==> src/rtl/cdb_bus_scheduler_if.sv <==
// Request/grant bundle between the execution combos and the CDB scheduler.
interface cdb_bus_scheduler_if #(
  parameter int NUM_REQ = 4,
  parameter int ADDR_W  = 8
);
  logic                  i_flush;
  logic [NUM_REQ-1:0]    i_get_bus;
  logic [1:0]            i_bus_stall;
  logic [NUM_REQ-1:0]    o_bus_granted;
  logic [NUM_REQ-1:0]    o_bus_selected;
  logic [1:0]            o_bus_valid;
  logic [2*ADDR_W-1:0]   o_bus_owner;

  modport master (
    output i_flush, i_get_bus, i_bus_stall,
    input  o_bus_granted, o_bus_selected, o_bus_valid, o_bus_owner
  );

  modport slave (
    input  i_flush, i_get_bus, i_bus_stall,
    output o_bus_granted, o_bus_selected, o_bus_valid, o_bus_owner
  );
endinterface

==> src/rtl/cdb_bus_scheduler.sv <==
// Round-robin scheduler granting up to two requesters per cycle onto CDB0/CDB1.
// Optional request aging is enabled by defining CDB_SCHED_AGING_EN.
module cdb_bus_scheduler #(
  parameter int NUM_REQ   = 4,
  parameter int ADDR_W    = 8,
  parameter int AGE_LIMIT = 7
) (
  input  logic                i_clock,
  input  logic                i_reset,
  cdb_bus_scheduler_if.slave  bus
);
  localparam int PTR_W = (NUM_REQ > 1) ? $clog2(NUM_REQ) : 1;

  if (AGE_LIMIT < 1 || AGE_LIMIT > 7) begin : g_bad_age_limit
    $error("AGE_LIMIT must fit the 3-bit age counter");
  end

  logic [PTR_W-1:0]     ptr_q, ptr_d;
  logic [NUM_REQ-1:0]   mask_q, mask_d;
  logic [NUM_REQ-1:0]   grant_q, grant_d;
  logic [NUM_REQ-1:0]   sel_q, sel_d;
  logic [1:0]           valid_q, valid_d;
  logic [2*ADDR_W-1:0]  owner_q, owner_d;
  logic [NUM_REQ-1:0]   elig;
  logic [NUM_REQ-1:0]   aged;
  int                   n_free;
  int                   n_hit;
  int                   idx;
  int                   bus_idx;

  // Pass 0 visits aged requesters, pass 1 the rest; both in rotation from ptr_q.
  always_comb begin
    elig    = bus.i_get_bus & ~mask_q;
    grant_d = '0;
    sel_d   = '0;
    valid_d = '0;
    owner_d = '1;
    ptr_d   = ptr_q;
    n_free  = (bus.i_bus_stall[0] ? 0 : 1) + (bus.i_bus_stall[1] ? 0 : 1);
    n_hit   = 0;
    idx     = 0;
    bus_idx = 0;
    if (!bus.i_flush) begin
      for (int pass = 0; pass < 2; pass++) begin
        for (int i = 0; i < NUM_REQ; i++) begin
          idx = (int'(ptr_q) + i) % NUM_REQ;
          if (elig[idx] && (aged[idx] == (pass == 0)) && (n_hit < n_free)) begin
            bus_idx = (n_hit == 0 && !bus.i_bus_stall[0]) ? 0 : 1;
            grant_d[idx]   = 1'b1;
            sel_d[idx]     = bus_idx[0];
            valid_d[bus_idx] = 1'b1;
            owner_d[bus_idx*ADDR_W +: ADDR_W] = ADDR_W'(idx);
            ptr_d          = PTR_W'((idx + 1) % NUM_REQ);
            n_hit          = n_hit + 1;
          end
        end
      end
    end
    // A fully stalled cycle leaves the turnaround mask untouched.
    if (bus.i_flush)
      mask_d = '0;
    else if (n_free == 0)
      mask_d = mask_q;
    else
      mask_d = grant_d;
  end

  always_ff @(posedge i_clock or posedge i_reset) begin
    if (i_reset) begin
      ptr_q   <= '0;
      mask_q  <= '0;
      grant_q <= '0;
      sel_q   <= '0;
      valid_q <= '0;
      owner_q <= '1;
    end else begin
      ptr_q   <= ptr_d;
      mask_q  <= mask_d;
      grant_q <= grant_d;
      sel_q   <= sel_d;
      valid_q <= valid_d;
      owner_q <= owner_d;
    end
  end

`ifdef CDB_SCHED_AGING_EN
  logic [2:0] age_q [NUM_REQ];

  always_ff @(posedge i_clock or posedge i_reset) begin
    if (i_reset) begin
      for (int k = 0; k < NUM_REQ; k++) age_q[k] <= '0;
    end else begin
      for (int k = 0; k < NUM_REQ; k++) begin
        if (bus.i_flush || grant_d[k] || !bus.i_get_bus[k])
          age_q[k] <= '0;
        else if (elig[k] && age_q[k] != 3'd7)
          age_q[k] <= age_q[k] + 3'd1;
      end
    end
  end

  always_comb begin
    aged = '0;
    for (int k = 0; k < NUM_REQ; k++) aged[k] = (int'(age_q[k]) >= AGE_LIMIT);
  end
`else
  assign aged = '0;
`endif

  assign bus.o_bus_granted  = grant_q;
  assign bus.o_bus_selected = sel_q;
  assign bus.o_bus_valid    = valid_q;
  assign bus.o_bus_owner    = owner_q;
endmodule

==> src/flat_wrapper.sv <==
// flat-port wrapper written by rule: the top's interface ports become plain ports
module cdb_bus_scheduler_flat 
#(
  parameter int NUM_REQ   = 4,
  parameter int ADDR_W    = 8,
  parameter int AGE_LIMIT = 7
)
  (i_clock, i_reset, bus_i_flush, bus_i_get_bus, bus_i_bus_stall, bus_o_bus_granted, bus_o_bus_selected, bus_o_bus_valid, bus_o_bus_owner);
  cdb_bus_scheduler_if #(.NUM_REQ(NUM_REQ), .ADDR_W(ADDR_W)) bus_i ();
  input  logic i_clock;
  input  logic i_reset;
  input wire logic [$bits(bus_i.i_flush)-1:0] bus_i_flush;
  input wire logic [$bits(bus_i.i_get_bus)-1:0] bus_i_get_bus;
  input wire logic [$bits(bus_i.i_bus_stall)-1:0] bus_i_bus_stall;
  output wire logic [$bits(bus_i.o_bus_granted)-1:0] bus_o_bus_granted;
  output wire logic [$bits(bus_i.o_bus_selected)-1:0] bus_o_bus_selected;
  output wire logic [$bits(bus_i.o_bus_valid)-1:0] bus_o_bus_valid;
  output wire logic [$bits(bus_i.o_bus_owner)-1:0] bus_o_bus_owner;
  assign bus_i.i_flush = bus_i_flush;
  assign bus_i.i_get_bus = bus_i_get_bus;
  assign bus_i.i_bus_stall = bus_i_bus_stall;
  assign bus_o_bus_granted = bus_i.o_bus_granted;
  assign bus_o_bus_selected = bus_i.o_bus_selected;
  assign bus_o_bus_valid = bus_i.o_bus_valid;
  assign bus_o_bus_owner = bus_i.o_bus_owner;
  cdb_bus_scheduler #(.NUM_REQ(NUM_REQ), .ADDR_W(ADDR_W), .AGE_LIMIT(AGE_LIMIT)) u_core (.i_clock(i_clock), .i_reset(i_reset), .bus(bus_i));
endmodule
==> config.mk <==
export PLATFORM = sky130hd
export DESIGN_NAME = cdb_bus_scheduler_flat
export DESIGN_NICKNAME = d
export VERILOG_FILES = /design/src/rtl/cdb_bus_scheduler_if.sv /design/src/rtl/cdb_bus_scheduler.sv /design/src/flat_wrapper.sv
export SDC_FILE = /design/constraint.sdc
export NUM_CORES = 1
export LEC_CHECK = 0
export BUFFER_PORTS_ARGS = -buffer_cell sky130_fd_sc_hd__clkbuf_2
export CAP_MARGIN = 40
export CORE_AREA = 2 2 56 97
export CTS_BUF_LIST = sky130_fd_sc_hd__clkbuf_2 sky130_fd_sc_hd__clkbuf_4 sky130_fd_sc_hd__clkbuf_8
export DETAILED_ROUTE_END_ITERATION = 16
export DIE_AREA = 0 0 58 99
export PLACE_DENSITY = 0.55
export SLEW_MARGIN = 20
export SYNTH_ARGS = -nofsm -noshare
export SYNTH_HDL_FRONTEND = slang
export SYNTH_SLANG_ARGS = --single-unit
==> constraint.sdc <==
create_clock -name i_clock -period 8.9 [get_ports i_clock]
set_input_delay 0.445 -clock i_clock [delete_from_list [all_inputs] [get_ports i_clock]]
set_output_delay 0.445 -clock i_clock [all_outputs]
set_load 0.01 [all_outputs]
==> flow_summary.yaml <==
sta:
  relSlewSlack_pct: 47.2
  rsz0062_at_grt: "false"
  period_needed_ps: 6120
  fin_crit_sh_pct: 68.8
  worst_pin_slew_ps: 792
  clock_skew_ps: 2.95
  tns_ps: 0
  setup_violations: 0
  maxSlewViolCount: 0
  fmax_mhz: 163
  hold_violations: 0
synthesis:
  synth_area_sq_um: 1930
  synth.area.top_cells: "dfrtp_1 (21%), dfstp_2 (8.2%), ha_1 (5.8%)"
  synth_cells: 201
  synth.avg_cell_area_sq_um: 9.60
  synth-warning-count: 0
  synth-main-ff-cell: "dfrtp_1"
  yosys.cell_types.count: 61
  yosys_register_bits: 22
  synth_common_cells: "dfrtp_1 (16), nor2_1 (14), buf_4 (13)"
  synth_seq_area_share_pct: 28.9
  synth_edf_count: 0
  synth.largest_area_cell: "dfrtp_1"
  synth.most_common_cell: "dfrtp_1"
  yosysTopAreaCellShare_pct: 20.7
  syn_nets: 219
  async_reset_ff_share_pct: 100
global_route:
  grt_pass1_vias: 1706
  grt_usage_pct: 19.7
  grt_pass1_wl_um: 8700
  antenna_found_initial: 0
  grt_max_degree: 23
  grt.overflow.total: 0
detailed_routing:
  route.detailed.wl_per_inst_um: 19.4
  routed.top_layer: "met4"
  route.met2.wl_um: 2720
  wl_met1_um: 2030
  viasPerCell: 6.23
  antenna_left: 0
  first_pass_iters: 4
  wl_um: 5320
  drc_errors: 0
  vias: 1707
  dr_wl_met3_um: 323
  drt_iter0_drc: 113
place:
  io_buffers: 34
  hpwl_um: 3960
  placedCellCount: 269
  dpl_cell_area_sq_um: 2030
  gp_congestion: 0.870
worst_setup_path:
  worstPathArrival_ps: 6230
  critical_path_class: "reg2reg"
  startpoint_type: "flop"
  r2r_slack_ps: 2780
  required_ps: 9010
  critPathCaptureType: "flop"
  rr_worst_depth: 17
  crit_start: "u_core.ptr_q[0]"
  r2r-end: "u_core.bus.o_bus_owner[9]"
  r2r_start: "u_core.ptr_q[0]"
  crit_fanout: 17
floorplanning:
  fp-row-count: 34
  start_util_pct: 39.1
  chipHeight_um: 99
  core_area_sq_um: 4930
  io-pin-count: 35
  dieArea_sq_um: 5740
  fp.dieW_um: 58
min_path:
  holdCritPathClass: "in2async"
cells_and_area:
  final_util_pct: 42.9
  final_cells: 274
  drive_above_1_share_pct: 30.5
  n_antenna_cell: 0
  fill_cells: 511
  area_delta_synth_final_pct: 9.59
  fin_nets: 239
  fin_area_sq_um: 2120
clock_tree:
  cts.clk_slew.worst_paths_ps: 80
  cts.htree.levels: 1
  postCtsHoldBufs: 0
  numClockSinks: 22
  ctsResizeCount: 0
  cts_buffers: 3
  cts_tree: "yes"
  clk_path_buf_depth: 2
  ctsRootBufferMaster: "clkbuf_8"
  clkLatencyLatePin_ps: 260
  cts_setup_buffers: 0
run_status:
  status: "completed"
power_and_ir_drop:
  irDropWorstVdd_v: 0.000167
  power_leakage_nw: 0.877
  power_density_nw_per_um2: 418
flow_run:
  cap_viol_max_count: 0
[final cells by class]
type                            count  area (sq um)  share of cell area [%]
Sequential cell                    22           558                    26.4
Tap cell                           54          67.6                    3.19
Multi-Input combinational cell    145          1180                    55.8
Clock inverter                      1          30.0                    1.42
Timing Repair Buffer               36           190                    8.99
Clock buffer                        3          41.3                    1.95
Inverter                           13          48.8                    2.31
[layout by cell type (no fill, tap or decap), types with 2 or more instances in the layout]
cell type,Yosys,routed
clkbuf_8,0,3
o31a_1,2,2
a311oi_1,4,4
o31ai_1,2,2
o211ai_1,2,2
nor2_1,14,14
a222oi_1,2,2
nor2b_1,4,4
a211oi_1,2,2
and2_1,5,5
o2111ai_1,2,2
mux2i_1,2,2
dfrtp_1,16,16
inv_2,2,2
o21ai_0,8,8
a22o_1,2,2
a31o_2,2,2
dfstp_2,6,6
inv_1,11,11
a31oi_1,6,6
ha_1,9,9
nand4_1,3,3
and3_1,3,3
nand2b_1,5,5
a21oi_1,4,4
mux4_2,5,5
a211oi_2,3,3
nor3_1,3,3
clkbuf_2,0,34
mux2_2,2,2
o21a_1,2,2
o221ai_1,4,4
a221oi_1,2,2
nand2_1,7,7
nand3_1,10,10
[state kept, by name, indices dropped and copies added (netlist names)]
signal                     cells
u_core.bus.o_bus_owner         6
u_core.bus.o_bus_granted       4
u_core.bus.o_bus_selected      4
u_core.mask_q                  4
u_core.bus.o_bus_valid         2
u_core.ptr_q                   2
[cell families (layout without fill, tap and decap cells)]
group                      Yosys count  after routing  share of synthesized area, %
and+or+nand+nor                     64             64                          18.9
DFF                                 22             22                          28.9
AOI/OAI and AO/OA                   61             61                          27.4
muxes                                9              9                          8.04
buffers and inverters               34             53                          9.98
adders and majority gates           10             10                          6.35
xor gates and xnor gates             1              1                         0.454
[where the power goes]
| group | switching (W) | total, W | internal, W |
|---|---|---|---|
| Combinational | 0.000371 | 0.000604 | 0.000233 |
| Clock | 0.0000322 | 0.0000922 | 0.0000601 |
| Sequential | 0.0000412 | 0.000188 | 0.000147 |
| Total | 0.000445 | 0.000885 | 0.000440 |
[layer usage]
layer | global-route usage [%] | vias up
met1 | 24.2 | 795
li1 | - | 800
met5 | 0 | -
met3 | 1.97 | 19
met4 | 11.1 | 0
met2 | 32.7 | 93
[how the worst max path moves through the flow]
stage | slack [ps] | cells after the start | end
CTS | 2870 | 17 | u_core.bus.o_bus_owner[9]
floorplan | 4440 | 19 | u_core.bus.o_bus_selected[1]
global route | 2460 | 17 | u_core.bus.o_bus_owner[9]
finish | 2780 | 17 | u_core.bus.o_bus_owner[9]
detailed placement | 2880 | 17 | u_core.bus.o_bus_owner[9]
global placement | 3050 | 17 | u_core.bus.o_bus_owner[9]
[worst max-delay path: stages (launching register included)]
cell       delay (ps)
dfrtp_1           730
inv_2             210
ha_1              400
inv_1             210
mux4_2            360
a221oi_4          630
inv_1             230
ha_1              390
nand2b_1          230
and2_1            220
a311o_1           440
nand3_1           120
o21ai_0            80
ha_1              270
o21ai_0           190
o21a_1            530
a2111oi_0         240
a311oi_1          460
[through the flow]
step	hold WS, ps	power [W]	setup slack [ps]
after global placement	566	0.000787	3050
after detailed placement	576	0.000785	2880
final	35.8	0.000885	2780
after floorplan	430	0.000661	4440
after global routing	37.0	0.000954	2460
after CTS	352	0.000881	2870
(Power assumes the default switching activity.)
